`config.mk`:
```
export PLATFORM = sky130hd
export DESIGN_NAME = full_adder_structure
export DESIGN_NICKNAME = d
export VERILOG_FILES = /design/src/rtl/full_adder_structure_pkg.sv /design/src/rtl/full_adder_structure_half.sv /design/src/rtl/full_adder_structure.sv
export SDC_FILE = /design/constraint.sdc
export NUM_CORES = 1
export LEC_CHECK = 0
export BUFFER_PORTS_ARGS = -buffer_cell sky130_fd_sc_hd__buf_2
export CAP_MARGIN = 0
export CORE_AREA = 4 4 41 43
export CTS_CLUSTER_SIZE = 14
export DETAILED_ROUTE_END_ITERATION = 7
export DIE_AREA = 0 0 45 47
export GPL_TIMING_DRIVEN = 0
export PLACE_DENSITY = 0.38
export SLEW_MARGIN = 30
export SYNTH_ARGS = -nofsm -noshare
export SYNTH_HDL_FRONTEND = slang
export SYNTH_SLANG_ARGS = --single-unit
```
`constraint.sdc`:
```
create_clock -name clk -period 2.01 [get_ports clk]
set_clock_uncertainty 0.2 [all_clocks]
set_input_delay 0.201 -clock clk [delete_from_list [all_inputs] [get_ports clk]]
set_output_delay 0.201 -clock clk [all_outputs]
set_load 0.01 [all_outputs]
```
`src/rtl/full_adder_structure_pkg.sv`:
```
// Shared constants for the structural ripple-carry adder.
// Latency constants cover both builds (with and without FULL_ADDER_STRUCTURE_INREG_EN).
package full_adder_structure_pkg;

  localparam int FAS_DEFAULT_WIDTH = 1;
  localparam int FAS_LATENCY_BASE  = 1;
  localparam int FAS_LATENCY_INREG = 2;

endpackage

```
`src/rtl/full_adder_structure_half.sv`:
```
// Half-adder cell: the leaf gate pair of the ripple-carry chain.
module half_adder (
  input  logic a,
  input  logic b,
  output logic s,
  output logic c
);

  assign s = a ^ b;
  assign c = a & b;

endmodule

```
`src/rtl/full_adder_structure.sv`:
```
// Registered ripple-carry adder built from half-adder cells: {cout, s} = x + y + cin.
// Defining FULL_ADDER_STRUCTURE_INREG_EN adds an input register stage (latency 2 instead of 1).
module full_adder_structure
  import full_adder_structure_pkg::*;
#(
  parameter int WIDTH = FAS_DEFAULT_WIDTH
) (
  input  logic             clk,
  input  logic             rst,
  input  logic [WIDTH-1:0] x,
  input  logic [WIDTH-1:0] y,
  input  logic             cin,
  input  logic             in_valid,
  output logic             cout,
  output logic [WIDTH-1:0] s,
  output logic             out_valid
);

  logic [WIDTH-1:0] x_p0;
  logic [WIDTH-1:0] y_p0;
  logic             cin_p0;
  logic             vld_p0;

`ifdef FULL_ADDER_STRUCTURE_INREG_EN
  // Stage p0: optional input register; cleared on reset so nothing in flight survives.
  always_ff @(posedge clk or posedge rst) begin
    if (rst) begin
      x_p0   <= '0;
      y_p0   <= '0;
      cin_p0 <= 1'b0;
      vld_p0 <= 1'b0;
    end else begin
      x_p0   <= x;
      y_p0   <= y;
      cin_p0 <= cin;
      vld_p0 <= in_valid;
    end
  end
`else
  assign x_p0   = x;
  assign y_p0   = y;
  assign cin_p0 = cin;
  assign vld_p0 = in_valid;
`endif

  logic [WIDTH:0]   carry_p0;
  logic [WIDTH-1:0] prop_p0;
  logic [WIDTH-1:0] gen_p0;
  logic [WIDTH-1:0] cgen_p0;
  logic [WIDTH-1:0] sum_p0;

  assign carry_p0[0] = cin_p0;

  for (genvar i = 0; i < WIDTH; i++) begin : g_bit
    half_adder u_ha_xy (
      .a (x_p0[i]),
      .b (y_p0[i]),
      .s (prop_p0[i]),
      .c (gen_p0[i])
    );

    half_adder u_ha_c (
      .a (prop_p0[i]),
      .b (carry_p0[i]),
      .s (sum_p0[i]),
      .c (cgen_p0[i])
    );

    assign carry_p0[i+1] = gen_p0[i] | cgen_p0[i];
  end

  // Stage p1: result register. The ternary hold lets an X on in_valid reach the outputs.
  always_ff @(posedge clk or posedge rst) begin
    if (rst) begin
      cout      <= 1'b0;
      s         <= '0;
      out_valid <= 1'b0;
    end else begin
      cout      <= vld_p0 ? carry_p0[WIDTH] : cout;
      s         <= vld_p0 ? sum_p0 : s;
      out_valid <= vld_p0;
    end
  end

endmodule

```
### Word level (Yosys, flattened, before mapping)

Index checks and enable logic that the tools add are counted.
W data, S select, Z words.

| word-level totals | value |
|---|---|
| bits in registers | 3 |
| bits in latches | 0 |
| memory bits (writable) | 0 |
| ROM bits | 0 |
| output and inout port bits | 3 |
| memories kept | 0 |

| operators by class | value |
|---|---|
| add/sub/neg operators | 0 |
| $mul | 0 |
| div/mod/pow operators | 0 |
| order comparisons | 0 |
| equality and inequality tests | 0 |
| shifts and indexed selects | 0 |
| multiplexer cells | 0 |
| bitwise gates (word level) | 5 |
| reductions and logical operators | 0 |

Operators by type and width:

| cell | count |
|---|---|
| $and A1 B1 Y1 | 2 |
| $xor A1 B1 Y1 | 2 |
| $or A1 B1 Y1 | 1 |

### Longest topological paths before layout

| depth | value |
|---|---|
| depth after elaboration | 3 |
| gate-level depth with buffers | 2 |

### Hierarchy

From an unflattened synthesis, not the netlist that was laid out.

| second synthesis, totals | value |
|---|---|
| cell total of the unflattened synthesis | 10 |
| area, all modules | 131.4 µm² |

Modules (own cells, without submodules):

| module | times used | cells an instance | area each (µm²) | sequential area each (µm²) |
|---|---|---|---|---|
| full_adder_structure | 1 | 8 | 106.4 | 75.1 |
| half_adder | 2 | 1 | 12.5 | 0.0 |

### Least setup slack after synthesis

OpenSTA, ideal clock, no wires.

| timing path | value |
|---|---|
| path type | input-to-reg |
| from | in y |
| to | reg s |
| arrival | 0.902 ns |
| data required time | 1.685 ns |
| slack | 0.783 ns |
| stages on the path | 2 |
| path buffers | 0 |
| cells stage by stage | fa_1 mux2_2 |

| between the ends | value |
|---|---|
| longest elaborated chain between the ends | 2 |

Ends and longest elaborated chain:

| element | RTL line | source |
|---|---|---|
| from (decl) | full_adder_structure.sv:11 | `input logic [WIDTH-1:0] y,` |
| $xor A1 B1 Y1 (2 in series) | full_adder_structure_half.sv:9 | `assign s = a ^ b;` |
| to (signal assigned) | full_adder_structure.sv:80 | `s <= vld_p0 ? sum_p0 : s;` |
| to (decl) | full_adder_structure.sv:15 | `output logic [WIDTH-1:0] s,` |

Every way passes these cells.
A chain may end at the register's enable or synchronous reset.

### Worst setup path in the final report

| timing path | value |
|---|---|
| from | in in_valid |
| to | reg s |

RTL lines:

| element | RTL line | source |
|---|---|---|
| from (decl) | full_adder_structure.sv:13 | `input logic in_valid,` |

No word-level cell between the ends.

==> impl_metrics.py <==
metrics = {
    "status": {
        "status": "completed",
    },
    "finish": {
        "finish.instance_area_um2": 226,
        "fillers": 148,
        "syn_to_final_growth_pct": 86.6,
        "final_layout_size_suffix_gt1_frac": 0.619,
        "n_antenna_cell": 0,
        "fin_nets": 29,
    },
    "placement": {
        "post-place-ws_ns": 0.641,
        "portBuffers": 8,
        "place_congestion": 0.639,
        "postPlaceCellArea_um2": 180,
    },
    "sta": {
        "worstMarginPinSlew_ns": 0.113,
        "slew_violations": 0,
        "final.min_clock_period_ns": 1.27,
        "hold_viol_final": 0,
        "fin_ws_ns": 0.740,
        "setup_viol": 0,
        "rsz0062_at_grt": "no",
        "fin_setup_tns_ns": 0,
        "timing.final.crit_share": 0.632,
        "slew_headroom": 0.924,
        "fmax_mhz": 788,
    },
    "routing": {
        "drtIter0Drc": 2,
        "drc": 0,
        "drtPass1Iterations": 2,
        "drt-total-wl_um": 316,
        "via_count": 111,
        "vias_per_cell": 3.08,
        "wl_per_cell_um": 8.78,
        "ant_nets": 0,
    },
    "synth": {
        "syn-num-nets": 14,
        "ys_seq_area_frac": 0.619,
        "synthCells": 7,
        "ys_seq_elements": 3,
        "avgSynthCellArea_um2": 17.3,
        "synth_cell_types": 4,
        "syn_area_um2": 121,
        "synth-warning-count": 0,
    },
    "floorplanning": {
        "rows": 13,
        "start_util": 0.0933,
        "fp.dieW_um": 45,
        "ios": 9,
        "die_area_um2": 2120,
        "dieHeight_um": 47,
        "fp.coreArea_um2": 1300,
    },
    "setup_path": {
        "path_delay_family": "buffers and inverters",
        "cp-end-kind": "flip-flop",
        "crit_path_start_kind": "input pin",
        "worst_path_max_delay_cell": "dlygate4sd3_1",
        "cp.depth": 3,
        "required_ns": 1.92,
        "path_cells": "dlygate4sd3_1 -> buf_2 -> mux2_2",
        "cp_max_fo": 3,
        "r2r_cells": 1,
        "crit_type": "input pin to flip-flop",
        "reg2reg_setup_slack_ns": 1.07,
        "reg2reg_to": "s$_DFFE_PP0P_",
        "crit_start": "in_valid",
        "crit_arrival_ns": 1.18,
        "r2r-start": "s$_DFFE_PP0P_",
        "slowest_delay_ns": 0.52,
        "crit_buf_inv": 2,
    },
    "global_route": {
        "grtUsageTotal": 0.0467,
        "grt_max_degree": 4,
        "grt_overflow": 0,
        "antenna_found_initial": 0,
        "grt_pass1_wl_um": 552,
        "use_met2": 0.0508,
        "grt-busiest-layer": "met3",
        "grt_pass1_vias": 135,
        "grt_use_met3": 0.0575,
        "grt_use_met1": 0.0389,
    },
    "pwr": {
        "p_switching_mw": 0.0463,
        "seqPwrFrac": 0.346,
        "intPower_mw": 0.160,
        "power.density_nw_per_um2": 913,
        "combPwrFrac": 0.152,
        "pwr-share-clk": 0.502,
        "fin_total_pwr_mw": 0.207,
        "vdd_ir_drop_max_mv": 0.157,
        "netSwitchingFraction": 0.224,
        "p_leak_nw": 0.110,
    },
    "hold_path": {
        "min_from": "cin",
        "min_to": "s$_DFFE_PP0P_",
        "holdCritPathClass": "input pin to flip-flop",
        "holdPathStages": 3,
    },
    "clock_network": {
        "cts_tree": "done",
        "h-tree-depth": 1,
        "clock_latency_ns": 0.23,
        "cts.clk_slew.worst_paths_ns": 0.03,
        "clkSinkCount": 3,
        "cts.path.max_buffers": 2,
        "cts_root_buffer": "clkbuf_4",
        "post-cts-setup-buffers": 0,
        "cts_made_buffers": 3,
        "cts_resized": 0,
    },
    "job": {
        "maxCapViolations": 0,
    },
}
## per-stage QoR
stage,hold slack (ns),cells,util
finish,0.173,36,0.174
global route,0.177,36,0.174
detailed placement,-0.129,30,0.138
global placement,-0.133,30,0.138
CTS,0.164,36,0.174
floorplan,-0.245,7,-
## cells in the mapped netlist
library cell	count	area, um2
dfrtp_1	3	75.1
fa_1	1	20.0
inv_1	1	3.75
mux2_2	2	22.5
## cells in the final DEF (no fill, tap or decap)
| cell | n |
|---|---|
| buf_2 | 8 |
| clkbuf_1 | 1 |
| clkbuf_4 | 3 |
| dfrtp_1 | 3 |
| dlygate4sd3_1 | 2 |
| fa_1 | 1 |
| inv_1 | 1 |
| mux2_2 | 2 |
## state kept, by name, indices dropped and copies added (netlist names)
signal     flops
cout           1
s              1
out_valid      1
## per-layer routing
metal	vias to the layer above	routed length [um]
met5	-	0
met4	0	6
met3	2	66
met2	7	139
met1	53	104
li1	49	-
## worst max-delay path by stage
stage | to | slack [ns]
finish | s$_DFFE_PP0P_ | 0.74
floorplan | s$_DFFE_PP0P_ | 0.78
global route | s$_DFFE_PP0P_ | 0.70
global placement | s$_DFFE_PP0P_ | 0.66
CTS | s$_DFFE_PP0P_ | 0.74
detailed placement | s$_DFFE_PP0P_ | 0.64
## logic make-up after synthesis
| kind of cell | Yosys count | synth area share |
|---|---|---|
| adder cells (fa/ha/maj) | 1 | 0.165 |
| buffers and inverters | 1 | 0.0309 |
| flip-flops | 3 | 0.619 |
| multiplexers | 2 | 0.186 |
## power by group through the flow
| stage | sequential (mW) | clock [mW] | combinational (mW) |
|---|---|---|---|
| after floorplan | 0.0762 | 0 | 0.00897 |
| after global placement | 0.0721 | 0 | 0.0288 |
| after detailed placement | 0.0726 | 0 | 0.0295 |
| after CTS | 0.0718 | 0.112 | 0.0325 |
| after global routing | 0.0729 | 0.118 | 0.0350 |
| final | 0.0715 | 0.104 | 0.0315 |
## timing repair
| item | in CTS | in global routing |
|---|---|---|
| hold buffers | 2 | 0 |
| setup endpoints to repair | 0 | 0 |
| endpoints found under the hold margin | 4 | 0 |
## final cells by class
cell class,instances,area (um2),share of cell area
multi-input combinational,3,42.5,0.188
tap,15,18.8,0.0829
timing repair buffer,10,60.1,0.265
clock buffer,4,26.3,0.116
inverter,1,3.75,0.0166
sequential,3,75.1,0.331
No activity file was read; power rests on OpenSTA's default activity.
